**config.mk**
```make
export PLATFORM = sky130hd
export DESIGN_NAME = axi_default_slave
export DESIGN_NICKNAME = d
export VERILOG_FILES = /design/src/rtl/axi_default_slave_pkg.sv /design/src/rtl/axi_default_rd_ch.sv /design/src/rtl/axi_default_slave.sv
export SDC_FILE = /design/constraint.sdc
export NUM_CORES = 1
export LEC_CHECK = 0
export CAP_MARGIN = 25
export CORE_AREA = 2 2 78 80
export CTS_CLUSTER_SIZE = 16
export DETAILED_ROUTE_END_ITERATION = 8
export DIE_AREA = 0 0 80 82
export PLACE_DENSITY = 0.85
export SLEW_MARGIN = 40
export SYNTH_ARGS = -nofsm -noshare
export SYNTH_HDL_FRONTEND = slang
export SYNTH_SLANG_ARGS = --single-unit
```
**constraint.sdc**
```tcl
create_clock -name ACLK -period 2.3 [get_ports ACLK]
set_input_delay 0.23 -clock ACLK [delete_from_list [all_inputs] [get_ports ACLK]]
set_output_delay 0.23 -clock ACLK [all_outputs]
set_load 0.02 [all_outputs]
```
**src/rtl/axi_default_slave_pkg.sv**
```systemverilog
// Shared AXI definitions for the default-slave endpoint.
// Holds the bus field widths, the AXI response codes, and the state
// encodings for the write and read channel FSMs.
package axi_default_slave_pkg;

  localparam int AXI_IDS_BITS  = 8;
  localparam int AXI_ADDR_BITS = 32;
  localparam int AXI_LEN_BITS  = 4;
  localparam int AXI_SIZE_BITS = 3;
  localparam int AXI_DATA_BITS = 32;
  localparam int AXI_STRB_BITS = 4;

  typedef enum logic [1:0] {
    RESP_OKAY   = 2'b00,
    RESP_EXOKAY = 2'b01,
    RESP_SLVERR = 2'b10,
    RESP_DECERR = 2'b11
  } axi_resp_e;

  typedef enum logic [1:0] {
    W_IDLE = 2'd0,
    W_DATA = 2'd1,
    W_RESP = 2'd2
  } wr_state_e;

  typedef enum logic {
    R_IDLE = 1'b0,
    R_DATA = 1'b1
  } rd_state_e;

endpackage

```
**src/rtl/axi_default_rd_ch.sv**
```systemverilog
// Read channel of the default slave: accepts one AR at a time and returns
// ARLen+1 beats of constant fill data with the error response code.
//
// state  | meaning
// R_IDLE | ARReady high, waiting for an address
// R_DATA | RValid high, streaming beats until the RLast handshake
//
// Ports:
//   aclk_i, aresetn_i    clock, async active-low reset
//   arid_i, arlen_i      read address ID and burst length minus one
//   arvalid_i/arready_o  AR handshake
//   rid_o, rdata_o       latched ID, fill data
//   rresp_o, rlast_o     response code, final-beat flag
//   rvalid_o/rready_i    R handshake
module axi_default_rd_ch
  import axi_default_slave_pkg::*;
#(
  parameter logic [1:0]               RESP_CODE  = RESP_DECERR,
  parameter logic [AXI_DATA_BITS-1:0] RDATA_FILL = '0
) (
  input  logic                     aclk_i,
  input  logic                     aresetn_i,
  input  logic [AXI_IDS_BITS-1:0]  arid_i,
  input  logic [AXI_LEN_BITS-1:0]  arlen_i,
  input  logic                     arvalid_i,
  output logic                     arready_o,
  output logic [AXI_IDS_BITS-1:0]  rid_o,
  output logic [AXI_DATA_BITS-1:0] rdata_o,
  output logic [1:0]               rresp_o,
  output logic                     rlast_o,
  output logic                     rvalid_o,
  input  logic                     rready_i
);

  localparam logic [AXI_LEN_BITS-1:0] CNT_ONE = {{(AXI_LEN_BITS-1){1'b0}}, 1'b1};

  rd_state_e                 state_q;
  logic [AXI_IDS_BITS-1:0]   id_q;
  logic [AXI_LEN_BITS-1:0]   len_q;
  logic [AXI_LEN_BITS-1:0]   cnt_q;

  always_ff @(posedge aclk_i or negedge aresetn_i) begin
    if (!aresetn_i) begin
      state_q <= R_IDLE;
      id_q    <= '0;
      len_q   <= '0;
      cnt_q   <= '0;
    end else begin
      case (state_q)
        R_IDLE: begin
          if (arvalid_i) begin
            id_q    <= arid_i;
            len_q   <= arlen_i;
            cnt_q   <= '0;
            state_q <= R_DATA;
          end
        end
        R_DATA: begin
          if (rready_i) begin
            // The count may wrap on the final beat of a 16-beat burst; it is
            // cleared on the next AR so the wrapped value is never observed.
            cnt_q <= cnt_q + CNT_ONE;
            if (cnt_q == len_q) state_q <= R_IDLE;
          end
        end
        default: state_q <= R_IDLE;
      endcase
    end
  end

  assign arready_o = (state_q == R_IDLE);
  assign rvalid_o  = (state_q == R_DATA);
  assign rlast_o   = (state_q == R_DATA) && (cnt_q == len_q);
  assign rid_o     = id_q;
  assign rdata_o   = RDATA_FILL;
  assign rresp_o   = RESP_CODE;

endmodule

```
**src/rtl/axi_default_slave.sv**
```systemverilog
// AXI4 default slave: terminates every transaction that falls outside the
// mapped memory windows with an error response so the master never hangs.
// The write FSM lives here; the read FSM is in axi_default_rd_ch. The two
// channels run independently, each with at most one transaction in flight.
//
// state  | meaning
// W_IDLE | AWReady high, waiting for a write address
// W_DATA | WReady high, discarding beats until WLast
// W_RESP | BValid high, holding the response until BReady
//
// Ports:
//   ACLK, ARESETn         clock, async active-low reset
//   S_AW*                 write address channel (only ID is used)
//   S_W*                  write data channel (data discarded, WLast used)
//   S_B*                  write response channel
//   S_AR*                 read address channel (ID and Len used)
//   S_R*                  read data channel
module axi_default_slave
  import axi_default_slave_pkg::*;
#(
  parameter logic [1:0]               RESP_CODE  = RESP_DECERR,
  parameter logic [AXI_DATA_BITS-1:0] RDATA_FILL = 32'h0000_0000
) (
  input  logic                     ACLK,
  input  logic                     ARESETn,
  input  logic [AXI_IDS_BITS-1:0]  S_AWID,
  input  logic [AXI_ADDR_BITS-1:0] S_AWAddr,
  input  logic [AXI_LEN_BITS-1:0]  S_AWLen,
  input  logic [AXI_SIZE_BITS-1:0] S_AWSize,
  input  logic [1:0]               S_AWBurst,
  input  logic                     S_AWValid,
  output logic                     S_AWReady,
  input  logic [AXI_DATA_BITS-1:0] S_WData,
  input  logic [AXI_STRB_BITS-1:0] S_WStrb,
  input  logic                     S_WLast,
  input  logic                     S_WValid,
  output logic                     S_WReady,
  output logic [AXI_IDS_BITS-1:0]  S_BID,
  output logic [1:0]               S_BResp,
  output logic                     S_BValid,
  input  logic                     S_BReady,
  input  logic [AXI_IDS_BITS-1:0]  S_ARID,
  input  logic [AXI_ADDR_BITS-1:0] S_ARAddr,
  input  logic [AXI_LEN_BITS-1:0]  S_ARLen,
  input  logic [AXI_SIZE_BITS-1:0] S_ARSize,
  input  logic [1:0]               S_ARBurst,
  input  logic                     S_ARValid,
  output logic                     S_ARReady,
  output logic [AXI_IDS_BITS-1:0]  S_RID,
  output logic [AXI_DATA_BITS-1:0] S_RData,
  output logic [1:0]               S_RResp,
  output logic                     S_RLast,
  output logic                     S_RValid,
  input  logic                     S_RReady
);

  wr_state_e               w_state_q;
  logic [AXI_IDS_BITS-1:0] bid_q;

  // Fields that carry no meaning for an endpoint that always errors.
  logic unused_inputs;
  assign unused_inputs = ^{S_AWAddr, S_AWLen, S_AWSize, S_AWBurst,
                           S_WData, S_WStrb, S_ARAddr, S_ARSize, S_ARBurst};

  always_ff @(posedge ACLK or negedge ARESETn) begin
    if (!ARESETn) begin
      w_state_q <= W_IDLE;
      bid_q     <= '0;
    end else begin
      case (w_state_q)
        W_IDLE: begin
          if (S_AWValid) begin
            bid_q     <= S_AWID;
            w_state_q <= W_DATA;
          end
        end
        W_DATA: begin
          // Burst ends on WLast alone; a mismatched AWLen cannot wedge us.
          if (S_WValid && S_WLast) w_state_q <= W_RESP;
        end
        W_RESP: begin
          if (S_BReady) w_state_q <= W_IDLE;
        end
        default: w_state_q <= W_IDLE;
      endcase
    end
  end

  assign S_AWReady = (w_state_q == W_IDLE);
  assign S_WReady  = (w_state_q == W_DATA);
  assign S_BValid  = (w_state_q == W_RESP);
  assign S_BID     = bid_q;
  assign S_BResp   = RESP_CODE;

  axi_default_rd_ch #(
    .RESP_CODE  (RESP_CODE),
    .RDATA_FILL (RDATA_FILL)
  ) u_rd_ch (
    .aclk_i    (ACLK),
    .aresetn_i (ARESETn),
    .arid_i    (S_ARID),
    .arlen_i   (S_ARLen),
    .arvalid_i (S_ARValid),
    .arready_o (S_ARReady),
    .rid_o     (S_RID),
    .rdata_o   (S_RData),
    .rresp_o   (S_RResp),
    .rlast_o   (S_RLast),
    .rvalid_o  (S_RValid),
    .rready_i  (S_RReady)
  );

endmodule

```
======== Word-level counts from Yosys, hierarchy flattened ========
Index checks and enable logic that the tools add are counted.
W data, S select, Z words.
operators by class
  add/sub/neg operators ................... 1
  equality and inequality tests ........... 8
  muxes and demuxes ....................... 11
  bitwise gates (word level) .............. 1
  reduce and logical (&&, ||, !) cells .... 7
operators with widths
  cell                   count
  $mux W4                2
  $pmux W4 S2            1
  $mux W2                3
  $ne A2 B2 Y1 const B   3
  $pmux W2 S3            1
  $reduce_and A2 Y1      3
  $add A4 B1 Y4 const B  1
  $eq A4 B4 Y1           1
  $ne A2 B1 Y1 const B   2
  $mux W1                3
  $reduce_and A3 Y1      1
  $eq A2 B1 Y1 const B   1
  $eq A2 B2 Y1 const B   1
  $logic_and A1 B1 Y1    2
  $logic_not A2 Y1       1
  $pmux W1 S2            1
  $not A1 Y1             1
storage, ports and cells
  register bits after elaboration ......... 27
  input port bits ......................... 142
  output and inout port bits .............. 58
  logic and storage cells ................. 34

======== Logic depth before layout (Yosys ltp) ========
  depth after elaboration ................. 4
  mapped depth ............................ 4

======== Cells and area by module ========
Synthesis repeated with hierarchy kept, for this count alone.
second synthesis, totals
  cells, all modules ...................... 120
  area total of the unflattened synthesis .. 1478.9 um^2
modules (own cells, without submodules)
  module             times used  cells each  area an instance (um^2)
  axi_default_rd_ch  1           91          1057.3
  axi_default_slave  1           29          421.7

======== Worst setup path before layout ========
Ideal clock, no wire load.
  kind .................................... register to register
  from .................................... reg w_state_q[1]
  to ...................................... reg bid_q[0] (netlist: S_BID[0])
  setup time .............................. 125 ps
  data arrival time ....................... 1343 ps
  required time ........................... 2175 ps
  path slack .............................. 832 ps
  cell stages (with the launch flop) ...... 5
  buffers on the path ..................... 1
  clock period less this slack ............ 1468 ps
  cells stage by stage .................... dfrtp_1 > nor2_1 > and2_4 > buf_6 > mux2_4
on the way
  word-level cells in the longest chain between the ends .. 2
ends and longest elaborated chain
  item                         line                     text
  from (decl)                  axi_default_slave.sv:57  wr_state_e w_state_q;
  from (signal assigned)       axi_default_slave.sv:67  w_state_q <= W_IDLE;
  from (signal assigned)       axi_default_slave.sv:74  w_state_q <= W_DATA;
  from (signal assigned)       axi_default_slave.sv:79  if (S_WValid && S_WLast) w_state_q <= W_RESP;
  $logic_not A2 Y1             n/a
  via S_AWReady                axi_default_slave.sv:32  output logic S_AWReady,
  $reduce_and A2 Y1 (no line)  n/a
  to (signal assigned)         axi_default_slave.sv:68  bid_q <= '0;
  to (signal assigned)         axi_default_slave.sv:73  bid_q <= S_AWID;
  to (decl)                    axi_default_slave.sv:58  logic [AXI_IDS_BITS-1:0] bid_q;
The timed path passes the listed nets, and every way through them passes these cells.
A chain may end at the register's enable or synchronous reset.

======== Worst setup path in the final report ========
  from .................................... reg u_rd_ch.cnt_q[2]
  to ...................................... out S_RLast
on the way
  word-level cells in the longest chain between the ends .. 2
ends and longest elaborated chain
  item                    line                     text
  from (decl)             axi_default_rd_ch.sv:40  logic [AXI_LEN_BITS-1:0] cnt_q;
  from (signal assigned)  axi_default_rd_ch.sv:62  cnt_q <= cnt_q + CNT_ONE;
  $eq A4 B4 Y1            axi_default_rd_ch.sv:73  assign rlast_o = (state_q == R_DATA) && (cnt_q == len_q);
  $logic_and A1 B1 Y1     axi_default_rd_ch.sv:73
  to (decl)               axi_default_slave.sv:52  output logic S_RLast,
No other way between the ends.

==> impl_metrics.toml <==
[status]
status = "finished clean"

[clock_network]
cts_setup_buffers = 0
cts-htree-levels = 1
root_buffer = "clkbuf_8"
clock_path_buffers = 2
cts_resized = 0
clkTransAtPathRegs_ps = 100
cts.sinks = 27
clock_latency_ps = 270
cts_tree = "done"
hold_buffers = 0
cts_made_buffers = 3

[timing]
setup_tns_ps = 0
skew_ps = 7.02
final-hold-violation-count = 0
fmax_mhz = 453
setup_violations = 0
period_share_pct = 95.9
min_period_ps = 2210
drv_slew = 0
rsz0062_at_grt = "false"

[placement]
dp_hpwl_mm = 2.15
io_buffers = 49
place.gp.congestion = 0.746

[critical_path]
arrival_ps = 1980
crit_slowest_cell = "clkdlybuf4s50_1"
cp_data_required_time_ps = 2070
r2r_start = "u_rd_ch.rvalid_o"
ff2ff_setup_slack_ps = 830
worstPathCellList = "xor2_1 -> nor4_2 -> and2_1 -> clkdlybuf4s50_1"
startpoint_type = "register"
reg2reg_to = "u_rd_ch.rid_o[0]"
worst-r2r-cell-count = 3
worstSetupEndpointType = "output port"
crit_family = "buffers and inverters"
crit_fanout = 4
crit_buf_inv = 1
critical_path.max_stage_delay_ps = 600
path_class = "reg2out"
startpoint = "u_rd_ch.cnt_q[2]"

[die]
fp-row-count = 28
die_height_um = 82
pin_count = 200
coreArea_um2 = 5750
start_util_pct = 26.0
die_x_um = 80
die_area_um2 = 6560

[global_routing]
grt_pass1_vias = 898
grt_max_degree = 28
grt_pass1_wl_mm = 4.31
grt_use_total_pct = 8.55
grt_overflow_total = 0
antenna_found_initial = 0

[yosys]
yosysTopAreaCell = "dfrtp_1"
synth_top_area_share_pct = 45.2
postSynthAreaPerCell_um2 = 12.4
synth_area_um2 = 1500
syn-instance-count = 121
synth.distinct_cells = 27
synth_area_leaders = "dfrtp_1, buf_4, mux2_4"
ys_ff_latch = 27
yosys_warnings = 0
ys_seq_area_share_pct = 45.2

[detailed_routing]
wl_mm = 2.82
via_per_inst = 3.78
drtPass1Iterations = 4
first_iter_violations = 10
wl_per_cell_um = 11.4
drc = 0
antenna_left = 0
num_vias = 930

[cells_and_area]
antenna_cells = 0
drive_gt1_share_pct = 18.7
area_growth_pct = 32.4
fill_cells = 576
num-nets-final = 315

[pwr]
power.internal_uw = 1600
p_seq_share_pct = 34.8
power.share.combinational_pct = 54.4
irDropWorstVdd_mv = 0.476
p_total_uw = 2550
swShare_pct = 37.1
p_leak_uw = 0.000899
power_switching_uw = 946
powerDensity_nw_per_um2 = 1290
p_clk_share_pct = 10.9

[run]
maxCapViolations = 0

[hold_path]
min_path_type = "in2async"
routing by layer:
layer  GRT usage, %  up-vias  part of all wire (%)
li1               -      427                     -
met3           3.41        2                    12
met1           10.6      432                    43
met4           1.53        0                  0.36
met2           14.2       69                    45
met5              0        -                     0
worst max-delay path by stage:
stage | to | slack [ps] | depth (start not counted)
3_5_place_dp | S_RLast | 360 | 4
3_3_place_gp | S_RLast | 410 | 4
4_1_cts | S_RLast | 40 | 4
5_1_grt | S_RLast | 5 | 4
6_report | S_RLast | 90 | 4
2_1_floorplan | S_BID[0] | 830 | 4
cell families after synthesis:
kind of cell / count (synthesis) / synth area share, %
multiplexers: 21 / 20.2
XOR/XNOR: 6 / 3.51
flip-flops: 27 / 45.2
adder cells (fa/ha/maj): 1 / 0.836
buffers and inverters: 41 / 20.4
other: 2 / 0.502
AO/OA/AOI/OAI: 9 / 3.93
AND/OR/NAND/NOR: 14 / 5.44
cell usage after synthesis:
cell type,number
nor4_1,1
nand3_1,1
and2_1,1
a21o_2,1
buf_6,2
a32o_1,1
xor2_1,5
xnor2_1,1
o21ai_0,4
a31oi_1,1
and2b_2,2
clkbuf_2,1
nor2_1,2
and2_4,1
nand2_1,4
ha_1,1
conb_1,2
inv_1,2
a21boi_0,1
o22ai_1,1
mux2_2,2
buf_4,36
mux2i_1,1
mux2_4,18
dfrtp_1,27
nor2b_2,1
nand4_1,1
power by group through the flow:
| stage | registers, uW | logic, uW | clock network (uW) |
|---|---|---|---|
| CTS | 887 | 1380 | 293 |
| finish | 885 | 1380 | 277 |
| global route | 915 | 1490 | 313 |
| detailed placement | 895 | 1370 | 0 |
| floorplan | 1050 | 718 | 0 |
| global placement | 882 | 1350 | 0 |
sequential cells by signal, summed over array words and instances (netlist names):
name	cells
u_rd_ch.cnt_q	4
w_state_q	2
u_rd_ch.rvalid_o	1
u_rd_ch.rid_o	8
S_BID	8
u_rd_ch.len_q	4
final cells by class:
cell class                      instances  area [um2]  area share (%)
Sequential cell                        27         676            34.1
Multi-Input combinational cell         87         649            32.8
Timing Repair Buffer                   51         505            25.5
Tap cell                               75        93.8            4.74
Clock buffer                            3        41.3            2.08
Clock inverter                          1        7.51           0.379
Inverter                                2        7.51           0.379
per-stage QoR:
step	std cells	hold WS (ps)	instance area [um2]	setup slack [ps]	utilization, %
3_5_place_dp	242	492	1930	365	33.5
3_3_place_gp	242	491	1930	413	33.5
5_1_grt	246	344	1980	5.27	34.5
6_report	246	324	1980	94.2	34.5
4_1_cts	246	331	1970	37.9	34.4
2_1_floorplan	155	-65.6	1620	832	-
placed cells by master (no fill, tap or decap), drive strengths merged:
| cell type | n |
|---|---|
| a21boi | 1 |
| a32o | 1 |
| mux2 | 20 |
| o22ai | 1 |
| clkbuf | 3 |
| xnor2 | 1 |
| a31oi | 1 |
| nand4 | 1 |
| o21ai | 4 |
| inv | 2 |
| and2b | 2 |
| a21o | 1 |
| dfrtp | 27 |
| xor2 | 5 |
| nand2 | 4 |
| conb | 36 |
| clkdlybuf4s50 | 49 |
| nor4 | 1 |
| mux2i | 1 |
| ha | 1 |
| nor2b | 1 |
| nand3 | 1 |
| and2 | 2 |
| buf | 2 |
| nor2 | 2 |
| clkinvlp | 1 |
(Power assumes the default switching activity.)
